[config.mk]
export PLATFORM = sky130hd
export DESIGN_NAME = dac_spi_tx
export DESIGN_NICKNAME = d
export VERILOG_FILES = /design/src/rtl/dds_pkg.sv /design/src/rtl/dac_spi_tx_sclk_tick.sv /design/src/rtl/dac_spi_tx.sv
export SDC_FILE = /design/constraint.sdc
export NUM_CORES = 1
export LEC_CHECK = 0
export ABC_AREA = 1
export CELL_PAD_IN_SITES_DETAIL_PLACEMENT = 0
export CELL_PAD_IN_SITES_GLOBAL_PLACEMENT = 1
export CORE_ASPECT_RATIO = 1.1
export CORE_MARGIN = 4
export CORE_UTILIZATION = 37
export DETAILED_ROUTE_END_ITERATION = 10
export PLACE_DENSITY_LB_ADDON = 0.1
export RECOVER_POWER = 25
export SKIP_LAST_GASP = 1
export SLEW_MARGIN = 20
export SYNTH_ARGS = -nofsm -noshare
export SYNTH_HDL_FRONTEND = slang
export SYNTH_SLANG_ARGS = --single-unit
[constraint.sdc]
create_clock -name clk -period 1.66 [get_ports clk]
set_input_delay 0.332 -clock clk [delete_from_list [all_inputs] [get_ports clk]]
set_output_delay 0.332 -clock clk [all_outputs]
set_load 0.005 [all_outputs]
[src/rtl/dds_pkg.sv]
// Shared constants and types for the DDS DAC output path.
//   DAC_FRAME_W   : width of one MCP4921-style SPI write
//   CFG_*_BIT     : positions of the config bits inside that frame
//   dac_state_e   : frame sequencer states
//   dac_frame()   : packs config nibble and left-justified data into a frame
package dds_pkg;

  localparam int unsigned DAC_FRAME_W = 16;
  localparam int unsigned DAC_DATA_W  = 12;
  localparam int unsigned DAC_CFG_W   = 4;

  localparam int unsigned CFG_AB_BIT     = 15;
  localparam int unsigned CFG_BUF_BIT    = 14;
  localparam int unsigned CFG_GA_N_BIT   = 13;
  localparam int unsigned CFG_SHDN_N_BIT = 12;

  // Channel A, buffered Vref, 1x gain, active output.
  localparam logic [DAC_CFG_W-1:0] DAC_CFG_DEFAULT = 4'b0111;

  typedef enum logic [2:0] {
    ST_IDLE,
    ST_SETUP,
    ST_SHIFT,
    ST_TAIL,
    ST_LATCH
  } dac_state_e;

  function automatic logic [DAC_FRAME_W-1:0] dac_frame(
    input logic [DAC_CFG_W-1:0]  cfg,
    input logic [DAC_DATA_W-1:0] data_lj
  );
    return {cfg, data_lj};
  endfunction

endpackage

[src/rtl/dac_spi_tx_sclk_tick.sv]
// Half-period timer for the DAC SPI clock.
//   clk, rst  : system clock, synchronous active-high reset
//   restart_i : reload the counter so the next tick is HALF_DIV cycles away
//   tick_o    : high for one cycle at the end of every HALF_DIV-cycle interval
module sclk_tick #(
  parameter int unsigned HALF_DIV = 2
) (
  input  logic clk,
  input  logic rst,
  input  logic restart_i,
  output logic tick_o
);

  localparam int unsigned CW = (HALF_DIV > 1) ? $clog2(HALF_DIV) : 1;
  localparam logic [CW-1:0] RELOAD = CW'(HALF_DIV - 1);

  logic [CW-1:0] cnt_q, cnt_d;
  logic          tick_q;

  // Down-counter that reloads itself on expiry or on restart.
  always_comb begin
    cnt_d = cnt_q - CW'(1);
    if (restart_i || (cnt_q == '0)) begin
      cnt_d = RELOAD;
    end
  end

  // tick_q mirrors (cnt_q == 0) one cycle ahead so the output stays registered.
  always_ff @(posedge clk) begin
    if (rst) begin
      cnt_q  <= RELOAD;
      tick_q <= 1'b0;
    end else begin
      cnt_q  <= cnt_d;
      tick_q <= (cnt_d == '0);
    end
  end

  assign tick_o = tick_q;

endmodule

[src/rtl/dac_spi_tx.sv]
// Serial DAC output stage: frames one waveform sample as a 16-bit SPI write
// {CFG, sample left-justified to 12 bits}, MSB first, then pulses LDAC.
//   clk, rst     : system clock, synchronous active-high reset
//   sample       : m-bit waveform word
//   sample_valid : sample present (need not be held)
//   sample_ready : block can accept a sample (IDLE only)
//   spi_sclk     : serial clock, mode 0, idle low
//   spi_cs_n     : chip select, active low
//   spi_mosi     : serial data
//   dac_ldac_n   : DAC latch strobe, active low
//   busy         : frame or latch in progress
module dac_spi_tx
  import dds_pkg::*;
#(
  parameter int unsigned          m        = 12,
  parameter int unsigned          HALF_DIV = 2,
  parameter int unsigned          LDAC_W   = 2,
  parameter logic [DAC_CFG_W-1:0] CFG      = DAC_CFG_DEFAULT
) (
  input  logic         clk,
  input  logic         rst,
  input  logic [m-1:0] sample,
  input  logic         sample_valid,
  output logic         sample_ready,
  output logic         spi_sclk,
  output logic         spi_cs_n,
  output logic         spi_mosi,
  output logic         dac_ldac_n,
  output logic         busy
);

  localparam int unsigned LW = (LDAC_W > 1) ? $clog2(LDAC_W) : 1;

  dac_state_e             state_q, state_d;
  logic [DAC_FRAME_W-1:0] sr_q, sr_d;
  logic [3:0]             bit_q, bit_d;
  logic                   phase_q, phase_d;   // 0: sclk low half, 1: sclk high half
  logic [LW-1:0]          lat_q, lat_d;
  logic                   sclk_q, sclk_d;
  logic                   cs_n_q, cs_n_d;
  logic                   mosi_q, mosi_d;
  logic                   ldac_n_q, ldac_n_d;
  logic                   ready_q, ready_d;
  logic                   busy_q, busy_d;
  logic                   restart_c;
  logic                   tick;
  logic [DAC_DATA_W-1:0]  data_lj_c;
  logic [DAC_FRAME_W-1:0] frame_c;

  assign data_lj_c = DAC_DATA_W'(sample) << (DAC_DATA_W - m);
  assign frame_c   = dac_frame(CFG, data_lj_c);

  sclk_tick #(
    .HALF_DIV (HALF_DIV)
  ) u_tick (
    .clk       (clk),
    .rst       (rst),
    .restart_i (restart_c),
    .tick_o    (tick)
  );

  // Next-state and next-output logic; outputs are computed one cycle early.
  always_comb begin
    state_d   = state_q;
    sr_d      = sr_q;
    bit_d     = bit_q;
    phase_d   = phase_q;
    lat_d     = lat_q;
    sclk_d    = sclk_q;
    cs_n_d    = cs_n_q;
    mosi_d    = mosi_q;
    ldac_n_d  = ldac_n_q;
    ready_d   = ready_q;
    busy_d    = busy_q;
    restart_c = 1'b0;

    unique case (state_q)
      ST_IDLE: begin
        if (sample_valid && ready_q) begin
          state_d   = ST_SETUP;
          sr_d      = frame_c;
          bit_d     = 4'd15;
          phase_d   = 1'b0;
          restart_c = 1'b1;
          cs_n_d    = 1'b0;
          sclk_d    = 1'b0;
          mosi_d    = frame_c[DAC_FRAME_W-1];
          ready_d   = 1'b0;
          busy_d    = 1'b1;
        end
      end
      ST_SETUP: begin
        if (tick) begin
          state_d = ST_SHIFT;
        end
      end
      ST_SHIFT: begin
        if (tick) begin
          if (!phase_q) begin
            phase_d = 1'b1;
            sclk_d  = 1'b1;
          end else if (bit_q == 4'd0) begin
            state_d = ST_TAIL;
            sclk_d  = 1'b0;
            mosi_d  = 1'b0;
          end else begin
            // Falling edge: advance to the next bit.
            bit_d   = bit_q - 4'd1;
            phase_d = 1'b0;
            sclk_d  = 1'b0;
            sr_d    = {sr_q[DAC_FRAME_W-2:0], 1'b0};
            mosi_d  = sr_q[DAC_FRAME_W-2];
          end
        end
      end
      ST_TAIL: begin
        if (tick) begin
          state_d  = ST_LATCH;
          cs_n_d   = 1'b1;
          ldac_n_d = 1'b0;
          lat_d    = LW'(LDAC_W - 1);
        end
      end
      ST_LATCH: begin
        if (lat_q == '0) begin
          state_d  = ST_IDLE;
          ldac_n_d = 1'b1;
          ready_d  = 1'b1;
          busy_d   = 1'b0;
        end else begin
          lat_d = lat_q - LW'(1);
        end
      end
      default: begin
        state_d = ST_IDLE;
      end
    endcase
  end

  // State and output registers; reset also aborts any frame without LDAC.
  always_ff @(posedge clk) begin
    if (rst) begin
      state_q  <= ST_IDLE;
      sr_q     <= '0;
      bit_q    <= 4'd15;
      phase_q  <= 1'b0;
      lat_q    <= '0;
      sclk_q   <= 1'b0;
      cs_n_q   <= 1'b1;
      mosi_q   <= 1'b0;
      ldac_n_q <= 1'b1;
      ready_q  <= 1'b1;
      busy_q   <= 1'b0;
    end else begin
      state_q  <= state_d;
      sr_q     <= sr_d;
      bit_q    <= bit_d;
      phase_q  <= phase_d;
      lat_q    <= lat_d;
      sclk_q   <= sclk_d;
      cs_n_q   <= cs_n_d;
      mosi_q   <= mosi_d;
      ldac_n_q <= ldac_n_d;
      ready_q  <= ready_d;
      busy_q   <= busy_d;
    end
  end

  assign sample_ready = ready_q;
  assign spi_sclk     = sclk_q;
  assign spi_cs_n     = cs_n_q;
  assign spi_mosi     = mosi_q;
  assign dac_ldac_n   = ldac_n_q;
  assign busy         = busy_q;

endmodule

==> flow_results.org <==
** Timing
- Slew at the pin closest to its max-slew limit :: 285 ps
- Finish-stage setup viols :: 0
- Adding up every negative setup slack in the final design gives 0 ps.
- On the final layout, the worst clock skew is 8.35 ps.
- The worst path uses 90.6% of the clock period.
- The final number of hold-violating endpoints was 0.
- Rel. slew slack :: 81.0%
- Fin crit period :: 1500 ps
- Worst hold slack :: 423 ps
- Count of pins over their slew limit :: 0
- Timing-limited maximum frequency :: 665 MHz
- RSZ-0062 raised after global routing :: no

** Floorplan
- Std cell rows :: 24
- From bottom edge to top edge, the die measures 75.5 um.
- Total die area :: 0.00524 mm2
- Pin placement for this block handled 21 I/O pins.
- The die is 69.4 um wide.
- The total area inside the core boundary comes to 0.00399 mm2.
- The initial utilization of the core area, before any placement, comes to 38.4%.

** Worst setup path
- The number of buffers and inverters on the critical path is 1.
- The critical path goes through clkdlybuf4s50_1.
- In this design, the stage delay of the slowest critical-path cell is 520 ps.
- For this design, the slowest cell found on the critical path is clkdlybuf4s50_1.
- Required time reported for the critical path endpoint :: 1330 ps
- For the worst flop-to-flop path, the logic depth is 9.
- Max Fanout on Critical Path :: 4
- Data arrival, critical path :: 1170 ps
- In this design, the largest share of critical-path delay is due to buffers and inverters.
- Crit start category :: register
- The worst register-to-register path begins at state_q[0].
- In this run the critical register-to-register path is captured at state_q[0].
- Kind of end point of the critical path :: primary output
- The worst setup path is of the reg2out kind.
- Setup slack on the worst reg-to-reg path comes out at 190 ps.

** Synthesis
- Yosys attributes the largest share of cell area to dfxtp_1 (42%), nand2_1 (18%), nor2_1 (10%), inv_1 (7.8%), o21ai_0 (4.6%).
- The share of the Yosys chip area taken by registers is 41.8%.
- After synthesis the netlist holds a flip-flop and latch count of 32.
- Summing every instance area after synthesis gives 0.00153 mm2.
- Number of warnings reported in the yosys synthesis log :: 0
- Counting every instance in the synthesized netlist gives 234.
- The biggest area contributor in the post-synthesis netlist is dfxtp_1.
- After synthesis, the largest area contributor takes up 41.8% of total cell area.
- After synthesis, the mean cell area works out to 6.55 um2.
- The number of nets handed over by synthesis was 250.
- In this run, distinct cell masters in the synthesized netlist total 22.

** Power
- Power spread over the standard cell area amounts to 1670 mW/mm2.
- Summed over all cells, the static leakage comes to 0.986 nW.
- Sequential cells account for 36.3% of the total power.
- Internal power consumption :: 0.00209 W
- Switching share of power :: 35.5%
- Combinational cells account for 38.4% of the total power.
- Largest voltage drop on the vdd net :: 0.696 mV
- The clock network accounts for 25.3% of the total power.
- Switching power summed over all nets :: 0.00115 W

** Detailed routing
- Detailed routing inserted a total of 1,389 vias.
- After detailed routing, the average wire length per cell comes to 9.98 um.
- Mean number of vias per cell :: 4.38
- In the routed design, unresolved DRC markers number 0.
- Post-route antenna net violation count :: 0
- Detailed Routing Iterations Pass 1 :: 4
- Final wirelength :: 3160 um
- DR iter-0 viols :: 46

** Global route
- Global-route total usage across every layer :: 13.8%
- Entering global routing, the biggest net connects 28 pins.
- The initial antenna violation count came to 0.
- For this run the aggregate overflow at the end of global routing stands at 0.
- The first global-routing pass estimated 5740 um of wire.
- The via count of the first global-routing pass came to 1,341.

** Clocking
- Number of buffers inserted for hold repair after clock tree synthesis :: 0
- Root buffer selected by CTS :: clkbuf_8
- CTS buffer count :: 5
- Clock Sinks :: 32
- TritonCTS built the clock tree.
- In this run the deepest clock path goes through 2 buffers.
- Once the clock tree was built, the resizer swapped 0 gates to a different size.
- Post-CTS timing repair inserted 0 buffers for setup.
- Clock-pin slew was measured on the worst setup and hold paths at 70 ps.
- Insertion delay of the later-clocked pin in the worst-skew pair :: 290 ps
- In this run the number of H-tree levels came out at 2.

** Placement
- PortBufs :: 20
- Detailed placement ended at an HPWL of 2190 um.
- At the end of routability-driven placement, the weighted congestion stood at 0.728.

** Layout
- Cells fill 48.6% of the core in the end.
- Most common library cell in the layout ignoring fill and taps :: nand2_1
- Nets :: 280
- Commonest non-fill, non-tap cells in the layout :: nand2_1 (74), nor2_1 (42), inv_1 (32), dfxtp_1 (32), clkdlybuf4s50_1 (20)
- Fill cell count :: 443
- The multi-input combinational cells in the finished layout cover a total of 701 um2.
- The area growth from synthesis to layout is 26.5%.
- Summing all flip-flop and latch instances after layout gives 641 um2.
- The repair_antennas step left the layout with diodes totalling 0.
- Share of cells above drive strength 1 :: 9.06%

** Worst hold path
- Worst Hold Endpoint :: u_tick.cnt_q
- The startpoint identified for the worst hold timing path is u_tick.cnt_q.
- Worst min-delay path class :: reg2reg
- Hold Path Cell Cnt :: 1

** Run
- Maxcap violations :: 0

** Run status
- The run finished with clean final reports.
[worst max-delay path by stage]
stage | start | end | slack [ps] | depth (start not counted)
floorplan | bit_q[0] | bit_q[3] | 280 | 9
global placement | sample_valid | bit_q[3] | 50 | 7
detailed placement | sample_valid | bit_q[0] | 40 | 7
CTS | sample_ready | sample_ready | 80 | 1
global route | state_q[0] | sr_q[2] | 20 | 10
finish | sample_ready | sample_ready | 160 | 1
[Yosys cell counts, drive strengths merged]
library cell,number
nor2,44
dfxtp,32
o211a,1
nand3b,1
clkinv,1
inv,33
a21oi,5
or2,1
ha,1
o21ai,14
nand4,6
nand3,12
nand2,75
clkbuf,2
buf,6
[logic make-up after synthesis]
group | after synthesis | synth area share (%)
buffers and inverters | 42 | 11.5
flip-flops | 32 | 41.8
adder cells (fa/ha/maj) | 1 | 0.816
AND/OR/NAND/NOR | 139 | 39.0
AO/OA/AOI/OAI | 20 | 6.86
[routing by layer]
metal	wire length (um)	part of all wire [%]	track usage, %
met2	1410	45	23.7
met4	70	2.2	7.81
met3	87	2.8	3.17
met5	0	0	0
met1	1590	50	16.2
[cell type report]
class / instances / share of cell area, %
clock buffers: 7 / 4.97
multi-input cells: 160 / 36.1
inverters: 34 / 6.58
clock inverters: 1 / 1.55
repair buffers: 31 / 14.4
well taps: 52 / 3.35
flip-flops and latches: 32 / 33.0
[power groups by stage]
stage               Combinational [W]  Sequential (W)  Clock [W]
global placement              0.00129         0.00120          0
CTS                           0.00129         0.00118   0.000851
finish                        0.00125         0.00118   0.000819
detailed placement            0.00128         0.00120          0
floorplan                    0.000951         0.00117          0
global route                  0.00148         0.00121   0.000896
[flip-flops by register name (all words and copies together) (netlist names)]
| name | cells |
|---|---|
| bit_q | 4 |
| busy | 1 |
| dac_ldac_n | 1 |
| lat_q | 1 |
| phase_q | 1 |
| sample_ready | 1 |
| spi_cs_n | 1 |
| spi_mosi | 1 |
| spi_sclk | 1 |
| sr_q | 15 |
| state_q | 3 |
| u_tick.cnt_q | 1 |
| u_tick.tick_o | 1 |
[stage by stage]
stage	total power (W)	area [um2]	setup slack, ps	std cells
floorplan	0.00213	1530	279	234
global route	0.00359	1940	20.6	317
CTS	0.00332	1960	80.3	317
global placement	0.00248	1830	46.6	309
detailed placement	0.00248	1830	37.4	309
finish	0.00324	1940	156	317
No activity file was read; power rests on OpenSTA's default activity.
